## config.mk

```make
export PLATFORM = sky130hd
export DESIGN_NAME = dmem_arbiter
export DESIGN_NICKNAME = d
export VERILOG_FILES = /design/src/rtl/dmem_arbiter.sv
export SDC_FILE = /design/constraint.sdc
export NUM_CORES = 1
export LEC_CHECK = 0
export CORE_AREA = 2 2 121 123
export DETAILED_ROUTE_END_ITERATION = 12
export DIE_AREA = 0 0 123 125
export GPL_TIMING_DRIVEN = 1
export PLACE_DENSITY = 0.63
export SYNTH_ARGS = -nofsm -noshare
export SYNTH_HDL_FRONTEND = slang
export SYNTH_SLANG_ARGS = --single-unit
```

## constraint.sdc

```tcl
create_clock -name clk -period 2.5 [get_ports clk]
set_input_delay 0.5 -clock clk [delete_from_list [all_inputs] [get_ports clk]]
set_output_delay 0.5 -clock clk [all_outputs]
set_load 0.05 [all_outputs]
```

## src/rtl/dmem_arbiter.sv

```systemverilog
// Two-requester front end for the single-port data memory: core has priority,
// the debug master is guaranteed a win after MAX_WAIT consecutive denials.
package dmem_arbiter_pkg;
    typedef enum logic [3:0] {
        MEM_NOP = 4'd0,
        MEM_SB  = 4'd1,
        MEM_SH  = 4'd2,
        MEM_SW  = 4'd3,
        MEM_LB  = 4'd4,
        MEM_LH  = 4'd5,
        MEM_LW  = 4'd6,
        MEM_LBU = 4'd7,
        MEM_LHU = 4'd8
    } mem_op_t;
endpackage

module dmem_arbiter
    import dmem_arbiter_pkg::*;
#(
    parameter int unsigned MAX_WAIT = 4
) (
    input  logic        clk,
    input  logic        rst_n,
    input  logic        core_req,
    input  mem_op_t     core_op,
    input  logic [31:0] core_addr,
    input  logic [31:0] core_wdata,
    output logic        core_gnt,
    output logic        core_stall,
    output logic        core_rvalid,
    output logic [31:0] core_rdata,
    output logic        core_err,
    input  logic        dbg_req,
    input  mem_op_t     dbg_op,
    input  logic [31:0] dbg_addr,
    input  logic [31:0] dbg_wdata,
    output logic        dbg_gnt,
    output logic        dbg_rvalid,
    output logic [31:0] dbg_rdata,
    output logic        dbg_err,
    output logic        mem_wr_en,
    output mem_op_t     mem_ctrl,
    output logic [31:0] mem_addr,
    output logic [31:0] mem_wdata,
    input  logic [31:0] mem_rdata
);
    localparam int unsigned DW = 32;
    localparam int unsigned CW = 4;

    typedef enum logic {
        CORE_PRI  = 1'b0,
        DBG_FORCE = 1'b1
    } arb_state_t;

    function automatic logic is_aligned(input mem_op_t op, input logic [1:0] a);
        case (op)
            MEM_SH, MEM_LH, MEM_LHU: is_aligned = ~a[0];
            MEM_SW, MEM_LW:          is_aligned = (a == 2'b00);
            default:                 is_aligned = 1'b1;
        endcase
    endfunction

    function automatic logic is_load(input mem_op_t op);
        is_load = op inside {MEM_LB, MEM_LH, MEM_LW, MEM_LBU, MEM_LHU};
    endfunction

    function automatic logic is_store(input mem_op_t op);
        is_store = op inside {MEM_SB, MEM_SH, MEM_SW};
    endfunction

    arb_state_t      state_q, state_d;
    logic [CW-1:0]   wait_q, wait_d;
    logic            core_v, dbg_v;
    logic            core_gnt_c, dbg_gnt_c;
    mem_op_t         sel_op;
    logic [DW-1:0]   sel_addr, sel_wdata;
    logic            sel_ok;
    logic            core_rvalid_q, core_err_q, dbg_rvalid_q, dbg_err_q;
    logic [DW-1:0]   core_rdata_q, dbg_rdata_q;

    assign core_v = core_req & (core_op != MEM_NOP);
    assign dbg_v  = dbg_req & (dbg_op != MEM_NOP);

    // Arbiter state and starvation counter
    always_ff @(posedge clk) begin
        if (!rst_n) begin
            state_q <= CORE_PRI;
            wait_q  <= '0;
        end else begin
            state_q <= state_d;
            wait_q  <= wait_d;
        end
    end

    // Grants are held off entirely while reset is asserted
    always_comb begin
        state_d    = state_q;
        wait_d     = wait_q;
        core_gnt_c = 1'b0;
        dbg_gnt_c  = 1'b0;
        if (rst_n) begin
            case (state_q)
                CORE_PRI: begin
                    core_gnt_c = core_v;
                    dbg_gnt_c  = dbg_v & ~core_v;
                end
                DBG_FORCE: begin
                    dbg_gnt_c  = dbg_v;
                    core_gnt_c = core_v & ~dbg_v;
                end
                default: ;
            endcase
        end
        if (!dbg_v || dbg_gnt_c) begin
            wait_d = '0;
        end else begin
            wait_d = wait_q + CW'(1);
        end
        case (state_q)
            CORE_PRI:  if (dbg_v && !dbg_gnt_c && (wait_d == CW'(MAX_WAIT))) state_d = DBG_FORCE;
            DBG_FORCE: if (dbg_gnt_c || !dbg_v) state_d = CORE_PRI;
            default:   state_d = CORE_PRI;
        endcase
    end

    // Winner mux; a misaligned winner still burns its slot but touches nothing
    always_comb begin
        sel_op    = MEM_NOP;
        sel_addr  = '0;
        sel_wdata = '0;
        if (core_gnt_c) begin
            sel_op    = core_op;
            sel_addr  = core_addr;
            sel_wdata = core_wdata;
        end else if (dbg_gnt_c) begin
            sel_op    = dbg_op;
            sel_addr  = dbg_addr;
            sel_wdata = dbg_wdata;
        end
        sel_ok    = is_aligned(sel_op, sel_addr[1:0]);
        mem_ctrl  = sel_ok ? sel_op : MEM_NOP;
        mem_wr_en = sel_ok & is_store(sel_op);
        mem_addr  = sel_addr;
        mem_wdata = sel_wdata;
    end

    // One-cycle completion response to whichever port won
    always_ff @(posedge clk) begin
        if (!rst_n) begin
            core_rvalid_q <= 1'b0;
            core_err_q    <= 1'b0;
            core_rdata_q  <= '0;
            dbg_rvalid_q  <= 1'b0;
            dbg_err_q     <= 1'b0;
            dbg_rdata_q   <= '0;
        end else begin
            core_rvalid_q <= core_gnt_c;
            core_err_q    <= core_gnt_c & ~sel_ok;
            core_rdata_q  <= (core_gnt_c && sel_ok && is_load(sel_op)) ? mem_rdata : '0;
            dbg_rvalid_q  <= dbg_gnt_c;
            dbg_err_q     <= dbg_gnt_c & ~sel_ok;
            dbg_rdata_q   <= (dbg_gnt_c && sel_ok && is_load(sel_op)) ? mem_rdata : '0;
        end
    end

    assign core_gnt    = core_gnt_c;
    assign dbg_gnt     = dbg_gnt_c;
    assign core_stall  = rst_n & core_v & ~core_gnt_c;
    assign core_rvalid = core_rvalid_q;
    assign core_err    = core_err_q;
    assign core_rdata  = core_rdata_q;
    assign dbg_rvalid  = dbg_rvalid_q;
    assign dbg_err     = dbg_err_q;
    assign dbg_rdata   = dbg_rdata_q;

endmodule

```

After elaboration in Yosys (flattened, before gate mapping)
Cells that the tools add are included.
{"block": "word_totals", "register_bits": 73, "inputBits": 172, "out_inout_bits": 140}
{"block": "classes", "n_addsub": 1, "eq_ne": 9, "n_mux": 16, "bitwise_logic": 15, "reduce_logical": 18}
{"cell": "$mux 32", "count": 4}
{"cell": "$eq 4x3->1 const B", "count": 5}
{"cell": "$mux 4", "count": 4}
{"cell": "$and 1x1->1", "count": 9}
{"cell": "$eq 4x2->1 const B", "count": 2}
{"cell": "$pmux 1 s2", "count": 4}
{"cell": "$reduce_bool 4->1", "count": 2}
{"cell": "$logic_and 1x1->1", "count": 6}
{"cell": "$not 1->1", "count": 6}
{"cell": "$reduce_bool 5->1", "count": 1}
{"cell": "$add 4x1->4 const B", "count": 1}
{"cell": "$eq 4x1->1 const B", "count": 1}
{"cell": "$eq 4x4->1 const B", "count": 1}
{"cell": "$mux 1", "count": 4}
{"cell": "$reduce_and 2->1", "count": 2}
{"cell": "$reduce_bool 3->1", "count": 1}
{"cell": "$reduce_or 3->1", "count": 1}
{"cell": "$logic_not 1->1", "count": 2}
{"cell": "$logic_not 2->1", "count": 1}
{"cell": "$reduce_or 2->1", "count": 1}
{"cell": "$logic_or 1x1->1", "count": 1}

Logic depth before layout (Yosys ltp)
Gate-level depths: netlist (run 1).
{"block": "logic_depth", "word_depth": 14, "ltp_mapped": 8, "depth_no_buf": 6}

Least setup slack after synthesis (run 1)
No wires, ideal clock.
{"block": "synth_path", "path_type": "in2out", "start": "input port dbg_op[0]", "end": "output port mem_ctrl[0]", "arrival_time_ns": 2.850, "t_required_ns": 2.000, "setup_slack_ns": -0.850, "path_stages": 6, "cell_sequence": "o41a_1 -> a21oi_1 -> nor2_1 -> o2bb2a_1 -> o21ai_0 -> nor3b_1"}
{"block": "synth_between", "elab_chain_len": 11, "word_cells_on_any_way": 24, "cone_classes": "5 x eq/ne; 10 x mux; 5 x bitwise; 4 x reduce/logical"}
{"item": "from (decl)", "line_no": "34", "source": "input mem_op_t dbg_op,"}
{"item": "$reduce_bool 4->1", "line_no": "82", "source": "assign dbg_v = dbg_req & (dbg_op != MEM_NOP);"}
{"item": "$and 1x1->1", "line_no": "82"}
{"item": "$and 1x1->1 or $not 1->1 (tied branches)", "line_no": "105, 109"}
{"item": "$pmux 1 s2 or $and 1x1->1 (tied branches)", "line_no": "102, 109"}
{"item": "$mux 1 or $pmux 1 s2 (tied branches)", "line_no": "101, 102"}
{"item": "$mux 4 or $mux 1 (tied branches)", "line_no": "135, 101"}
{"item": "$mux 4", "line_no": "131", "source": "if (core_gnt_c) begin"}
{"item": "$eq 4x2->1 (tied with other cells)", "line_no": "56", "source": "case (op)"}
{"item": "$reduce_or 3->1 or $reduce_or 2->1 (tied branches)", "line_no": "56"}
{"item": "$pmux 1 s2", "line_no": "56"}
{"item": "$mux 4 (*)", "line_no": "141", "source": "mem_ctrl = sel_ok ? sel_op : MEM_NOP;"}
{"item": "to (decl)", "line_no": "42", "source": "output mem_op_t mem_ctrl,"}
Every way passes the cells marked *; elsewhere a longest branch is shown, timed or not.

Final worst setup path (run 1)
{"block": "layout_path", "start": "input port dbg_op[2]", "end": "output port mem_ctrl[0]"}
The elaborated chain is that of the path after synthesis.

==> results.md, run 1 <==
- Vias per cell: 4.63
- Share of total power in sequential cells: 27.8%
- Switching share of power: 28.7%
- Path depth of the worst reg2reg path: 11
- Initial antenna violation count: 2
- Final-stage net count: between 900 and 1000
- Top cells by area, synth: dfxtp_1 (47%), a22o_1 (17%), nor2_1 (9.0%), nand2_1 (8.7%), clkbuf_1 (1.9%)
- Most used standard cell by instance count after synthesis: nor2_1
- Vias in the first global route: 4297
- Residual antenna-violating net count after detailed routing: 0
- Cell breakdown of the critical path: buf_6 -> o41a_1 -> a21oi_4 -> o2bb2ai_4 -> o21ai_4 -> a2111oi_4 -> buf_4 -> nor3b_4 -> buf_6
- Mean post-synth cell area: 8.52 sq um
- Number of remaining DRC errors: 0
- Start-to-end type of the worst setup path: in -> out
- Final WL: 18.3 mm
- Biggest area consumer among synthesized cells: dfxtp_1
- # H-tree levels: 3
- Total power: between 4000 and 5000 uW
- Total iterations of the first detailed-routing run: 4
- Placement Rows: 44
- Hold Buf Count CTS: 0
- Worst setup slack after layout: -0.407 ns
- RSZ-0062 raised after global routing: yes
- Gpl congestion: 0.885
- Count of endpoints failing hold in the final timing report: 0
- Flop and latch count out of synthesis: 73
- Worst clock skew: ~0.0047 ns
- Final setup viols: about 110
- PortBufs: a little over 300
- Number of nets in the synthesized netlist: 541
- Highest achievable clock rate: around 0.34 GHz
- Max incr delay on CP: 0.52 ns
- Total negative slack for setup checks: -25.44 ns
- Clock tree sinks: 73
- Area of the core: 0.0142 sq mm
- Violations in the final reports: negative setup slack
- Cells after Synth: 368
- Library cell contributing the largest single delay on the critical path: o41a_1
- Hold path endpoint: wait_q[0]$_SDFF_PN0_
- End of the worst register-to-register path: dbg_rdata[26]$_SDFF_PN0_
- Worst Max-Slew Pin Slew: 0.546 ns
- Share of final-layout standard cells stronger than drive strength 1: between 30% and 40%
- Combined area of all synthesized cells: 0.00314 sq mm
- Source of the worst register-to-register timing path: state_q$_SDFF_PN0_
- Hold path depth: 1
- Number of synthesis warnings: 0
- Die width: 123 microns
- Die Outline Area: about 0.015 sq mm
- Final critical delay including setup and external delays: 2.91 ns
- Slew headroom: 63.5%
- Proportion of netlist area held by the largest area contributor: 46.6%
- Top FF cell, synth: dfxtp_1
- Hold Path Class: reg -> reg
- Number of vias after detailed routing: 4312
- Peak VDD IR: 0.357 mV
- TritonCTS clock tree: done
- Worst reg-to-reg setup slack: 0.08 ns
- I/O pin total: 312
- Largest net degree at the start of global routing: 65
- Cell at the root of the clock tree: clkbuf_16
- Crit. Startpoint: dbg_op[2]
- Height of the die: 125 microns
- Global-route total usage across every layer: a little over a fifth
- Cell types with the highest counts after synthesis: nor2_1 (75), dfxtp_1 (73), nand2_1 (73)
- Crit start category: input pin
- P&R area growth vs syn: 194%
- Sequential share of the synthesized area: 46.6%
- Effective utilization at floorplan: ~22%
- Asr flop ratio synth: 0%
- Maximum count of clock buffers along a single path: 2
- Number of buffers inserted during clock tree synthesis: 9
- Register clock-pin slew on the reported worst setup and hold paths: 0.05 ns
- Power density over the cells: 463 mW/mm^2
- Proportion of power drawn by the clock network: between 30% and 40%
- Crit path arrival time: 2.41 ns
- First-iteration detailed-routing DRC count: 178
- Combinational share of power: 38.2%
- Biggest fanout along the worst timing path: 3
- Required time of the worst setup path: 2.00 ns
- Outcome: finished with violations
- Number of pins with negative max-slew slack in the final report: 0
- Kind of end point of the critical path: output pin
- Post-route fraction of the period consumed by the critical path: 116%
- CP most frequent cell: buf_6
- Wire length per cell: 19.6 microns
- NetSw: 1230 uW
- Cell Int Power: around 3000 uW
- Clk Latency, worst-skew pair: 0.33 ns
- Number of enable-type register cells in the synthesized netlist: 0
- Count of max-cap constraint violations: 0
- Detail Placement HPWL: 12.8 mm
- Global-route wire length before repair: 24.6 mm
- Hold Crit Start: wait_q[0]$_SDFF_PN0_
- GRT overflow: 0
- Standby leakage power: 0.00373 uW
- Number of unique standard cell types used by synthesis: 45
repair_timing:
| item | in CTS | in global routing |
|---|---|---|
| buffers inserted | 18 | 14 |
| cloned | 4 | 9 |
| resized for setup | 106 | 48 |
| pin swaps | 27 | 32 |
| endpoints found under the setup margin | 136 | 136 |
worst max-delay path: cells and delay by family:
| kind | cells | cell delay (ns) |
|---|---|---|
| AOI/OAI and AO/OA | 5 | 1.39 |
| buffers and inverters | 3 | 0.47 |
| and+or+nand+nor | 1 | 0.05 |
worst max path at each step:
stage                              to
after floorplan           mem_ctrl[2]
after global placement    mem_ctrl[0]
after detailed placement  mem_ctrl[2]
after CTS                 mem_ctrl[0]
after global routing      mem_ctrl[0]
final                     mem_ctrl[0]
per-stage QoR:
step	cells	hold slack [ns]	area (sq um)	worst slack [ns]	utilization (%)
final	932	0.466	9230	-0.407	65.0
after global routing	931	0.485	9230	-0.472	65.0
after CTS	913	0.468	8680	-0.322	61.1
after detailed placement	877	0.457	7730	-0.722	54.4
after global placement	877	0.442	7730	-0.694	54.4
after floorplan	368	0.431	3440	-0.233	-
cells in the final DEF (no fill, tap or decap), types with 2 or more instances in the layout:
master	n
buf_2	4
nor2_4	6
nor2_1	69
nand2_2	4
o21ai_4	2
clkdlybuf4s50_1	229
nand3_1	2
buf_4	39
a22o_2	8
buf_8	2
and2_4	2
nor3_1	2
o211a_1	2
and2_1	2
nor3_4	4
buf_6	26
nand2_1	67
a21boi_1	2
bufinv_16	3
dfxtp_1	73
clkbuf_16	16
buf_12	77
inv_1	4
a22o_4	54
nand2_4	2
o211ai_1	4
xor2_1	2
a21oi_4	2
buf_16	4
bufbuf_16	2
per-layer routing:
layer | routed length (microns) | vias to the layer above | global-route usage (%)
li1 | - | 2039 | -
met1 | 6380 | 2021 | 21.2
met2 | 9910 | 217 | 40.9
met3 | 1430 | 33 | 5.75
met4 | 573 | 2 | 9.36
met5 | 13 | - | 0
power groups by stage:
stage / clock network [uW] / logic (uW) / registers, uW
after detailed placement: 0 / 1370 / 1210
after global routing: 1520 / 1690 / 1190
after floorplan: 0 / 531 / 1270
final: 1450 / 1630 / 1190
after global placement: 0 / 1360 / 1210
after CTS: 1470 / 1500 / 1190
registers in the layout (all words and copies together) (netlist names):
| signal | count |
|---|---|
| core_rvalid | 1 |
| dbg_rvalid | 1 |
| state_q | 1 |
| wait_q | 4 |
| core_rdata | 32 |
| dbg_err | 1 |
| core_err | 1 |
| dbg_rdata | 32 |
kinds of logic after synthesis:
logic type | after synthesis | synth area share, %
AO/OA/AOI/OAI | 92 | 26.5
XOR/XNOR | 3 | 0.838
multiplexers | 1 | 0.319
buffers and inverters | 32 | 4.27
adder cells (fa/ha/maj) | 1 | 0.399
AND/OR/NAND/NOR | 166 | 21.1
flip-flops | 73 | 46.6
final cells by class:
cell class | instances | area (sq um)
antenna | 1 | 2.50
clock buffer | 10 | 239
tap | 184 | 230
inverter | 4 | 15.0
fill | 1062 | 4970
timing repair buffer | 392 | 4840
sequential | 73 | 1460
clock inverter | 5 | 104
multi-input combinational | 263 | 2340
No activity file was read; power rests on OpenSTA's default activity.
==> run 2, diff against run 1 <==
SLEW_MARGIN = 20   (was not set)
clock period = 2.6 ns   (was 2.5 ns; I/O delays follow)
==> run 2 against run 1 <==
The flow still finishes with violations (negative setup slack). Largest power group unchanged. Register-to-register slack improved by 0.04 ns. Via count is 0.86% higher. Highest routed layer is now met4. Wire length grew 4.7%. Cell area increased by 2.0%. Hold slack improved by 0.0082 ns. Total power decreased by 3.1%. Core utilization up 1.3 points. First-iteration DRC count rose by 6.2%. Clock power is 6% lower.
==> results.md, run 2 (synthesis results as in run 1) <==
- Outcome: finished with violations
- Violations in the final reports: negative setup slack
- Placement Rows: 44
- Crit path arrival time: 2.47 ns
- Clk Latency, worst-skew pair: 0.33 ns
- Commonest non-fill, non-tap cell in the layout: clkdlybuf4s50_1
- Number of pins with negative max-slew slack in the final report: 0
- Number of vias after detailed routing: 4349
- Hold Crit Start: wait_q[0]$_SDFF_PN0_
- Wire length per cell: between 20 and 25 microns
- Setup slack after placement: -0.668 ns
- Standby leakage power: 0.00386 uW
- Post-route fraction of the period consumed by the critical path: 115%
- Effective utilization at floorplan: 22.1%
- I/O pin total: 312
- Filler Cell Count: 1042
- Biggest fanout along the worst timing path: 4
- Die Outline Area: 0.0154 sq mm
- Detail Placement HPWL: 13.4 mm
- Hold path depth: 1
- Start-to-end type of the worst setup path: in -> out
- Post-placement cell area: ~0.0077 sq mm
- Source of the worst register-to-register timing path: state_q$_SDFF_PN0_
- Slew headroom: a little over three fifths
- Number of remaining DRC errors: 0
- TritonCTS clock tree: done
- P&R area growth vs syn: 200%
- Hold Path Class: reg -> reg
- Vias in the first global route: around 4500
- Number of buffers inserted during clock tree synthesis: 9
- Final-stage net count: 932
- Initial antenna violation count: 0
- Area of the core: 0.0142 sq mm
- Diode insertion count for antenna repair: 0
- Final critical delay including setup and external delays: 2.99 ns
- Hold path endpoint: wait_q[0]$_SDFF_PN0_
- Share of final-layout standard cells stronger than drive strength 1: 38.4%
- RSZ-0062 raised after global routing: yes
- Count of endpoints failing hold in the final timing report: 0
- Global-route total usage across every layer: 23.0%
- # H-tree levels: 3
- Count of max-cap constraint violations: 0
- Height of the die: around 130 microns
- Residual antenna-violating net count after detailed routing: 0
- Path depth of the worst reg2reg path: 15
- Die width: 123 microns
- Global-route wire length before repair: around 26 mm
- Peak VDD IR: 0.284 mV
- End of the worst register-to-register path: dbg_rdata[18]$_SDFF_PN0_
- Highest achievable clock rate: 0.334 GHz
- Total power: 4140 uW
- Commonest non-fill, non-tap cells in the layout: clkdlybuf4s50_1 (229), buf_12 (79), dfxtp_1 (73)
- Register clock-pin slew on the reported worst setup and hold paths: 0.05 ns
- Largest net degree at the start of global routing: 65
- Worst setup slack after layout: -0.394 ns
- Gpl congestion: 0.861
- Crit. Startpoint: dbg_op[0]
- Total iterations of the first detailed-routing run: 4
- Worst Max-Slew Pin Slew: 0.559 ns
- Maximum count of clock buffers along a single path: 2
- Clock tree sinks: 73
- Non-Filler Cell Area, Final: 0.00942 sq mm
- Power density over the cells: 440 mW/mm^2
- PortBufs: 311
- Worst clock skew: 0.00330 ns
- First-iteration detailed-routing DRC count: around 190
- Final setup viols: 134
- Cell at the root of the clock tree: clkbuf_16
- Worst reg-to-reg setup slack: between 0.1 and 0.15 ns
- Final WL: 19.2 mm
- Vias per cell: 4.59
- Kind of end point of the critical path: output pin
- Required time of the worst setup path: 2.08 ns
- Crit start category: input pin
- GRT overflow: 0
==> run 2: cell types whose count changed in the layout (fill, tap and decap cells not counted), sizes merged <==
cell           change
clkdlybuf4s15      -1
bufinv             -1
diode              -1
buf               +18
bufbuf             +1
==> run 2: layout make-up <==
cell class | count | area (sq um) | share of cell area (%)
Sequential cell | 73 | 1460 | 15.5
Timing Repair Buffer | 408 | 5000 | 53.1
Tap cell | 184 | 230 | 2.44
Inverter | 4 | 15.0 | 0.159
Multi-Input combinational cell | 263 | 2370 | 25.1
Clock inverter | 4 | 73.8 | 0.784
Clock buffer | 12 | 267 | 2.83
==> run 2: per-stage QoR <==
step / instances / setup TNS (ns) / hold WS (ns) / utilization (%)
CTS: 925 / -15.51 / 0.478 / 63.6
global route: 948 / -31.28 / 0.507 / 66.3
finish: 948 / -25.23 / 0.475 / 66.3
detailed placement: 883 / -73.88 / 0.466 / 54.2
global placement: 883 / -68.84 / 0.441 / 54.2
floorplan: 368 / -5.18 / 0.431 / -
==> run 2: worst max-delay path by stage <==
| stage | cells past startpoint | slack (ns) | to |
|---|---|---|---|
| after floorplan | 6 | -0.17 | mem_ctrl[2] |
| after global placement | 9 | -0.64 | mem_ctrl[0] |
| after detailed placement | 9 | -0.67 | mem_ctrl[0] |
| after CTS | 10 | -0.33 | mem_wdata[15] |
| after global routing | 10 | -0.42 | mem_ctrl[0] |
| final | 10 | -0.39 | mem_ctrl[0] |
==> run 2: report_power, final <==
part	internal, uW	switching (uW)
Combinational	879	753
Clock	917	450
Sequential	1140	5.28
==> run 2: layer usage <==
metal / GRT usage, % / share of wire (%) / up-vias
met3: 6.30 / 8.2 / 26
met4: 7.02 / 2.0 / 0
met2: 43.2 / 54 / 217
met1: 24.4 / 36 / 2031
li1: - / - / 2075
met5: 0 / 0 / -
==> run 2: timing repair <==
item | 4_1_cts | 5_1_grt
endpoints found under the hold margin | 0 | 0
hold buffers | 0 | 0
gates resized for setup | 154 | 25
buffers inserted | 21 | 14
setup endpoints to repair | 136 | 134
pin swaps | 35 | 13
cloned | 6 | 9
==> run 2: critical path: stages <==
cell and delay (ns):
buf_8 0.10, o41a_1 0.52, a21oi_4 0.23, buf_6 0.13, a32oi_4 0.06, buf_6 0.15, a2111oi_4 0.36, buf_4 0.20
nor3b_4 0.04, buf_6 0.16
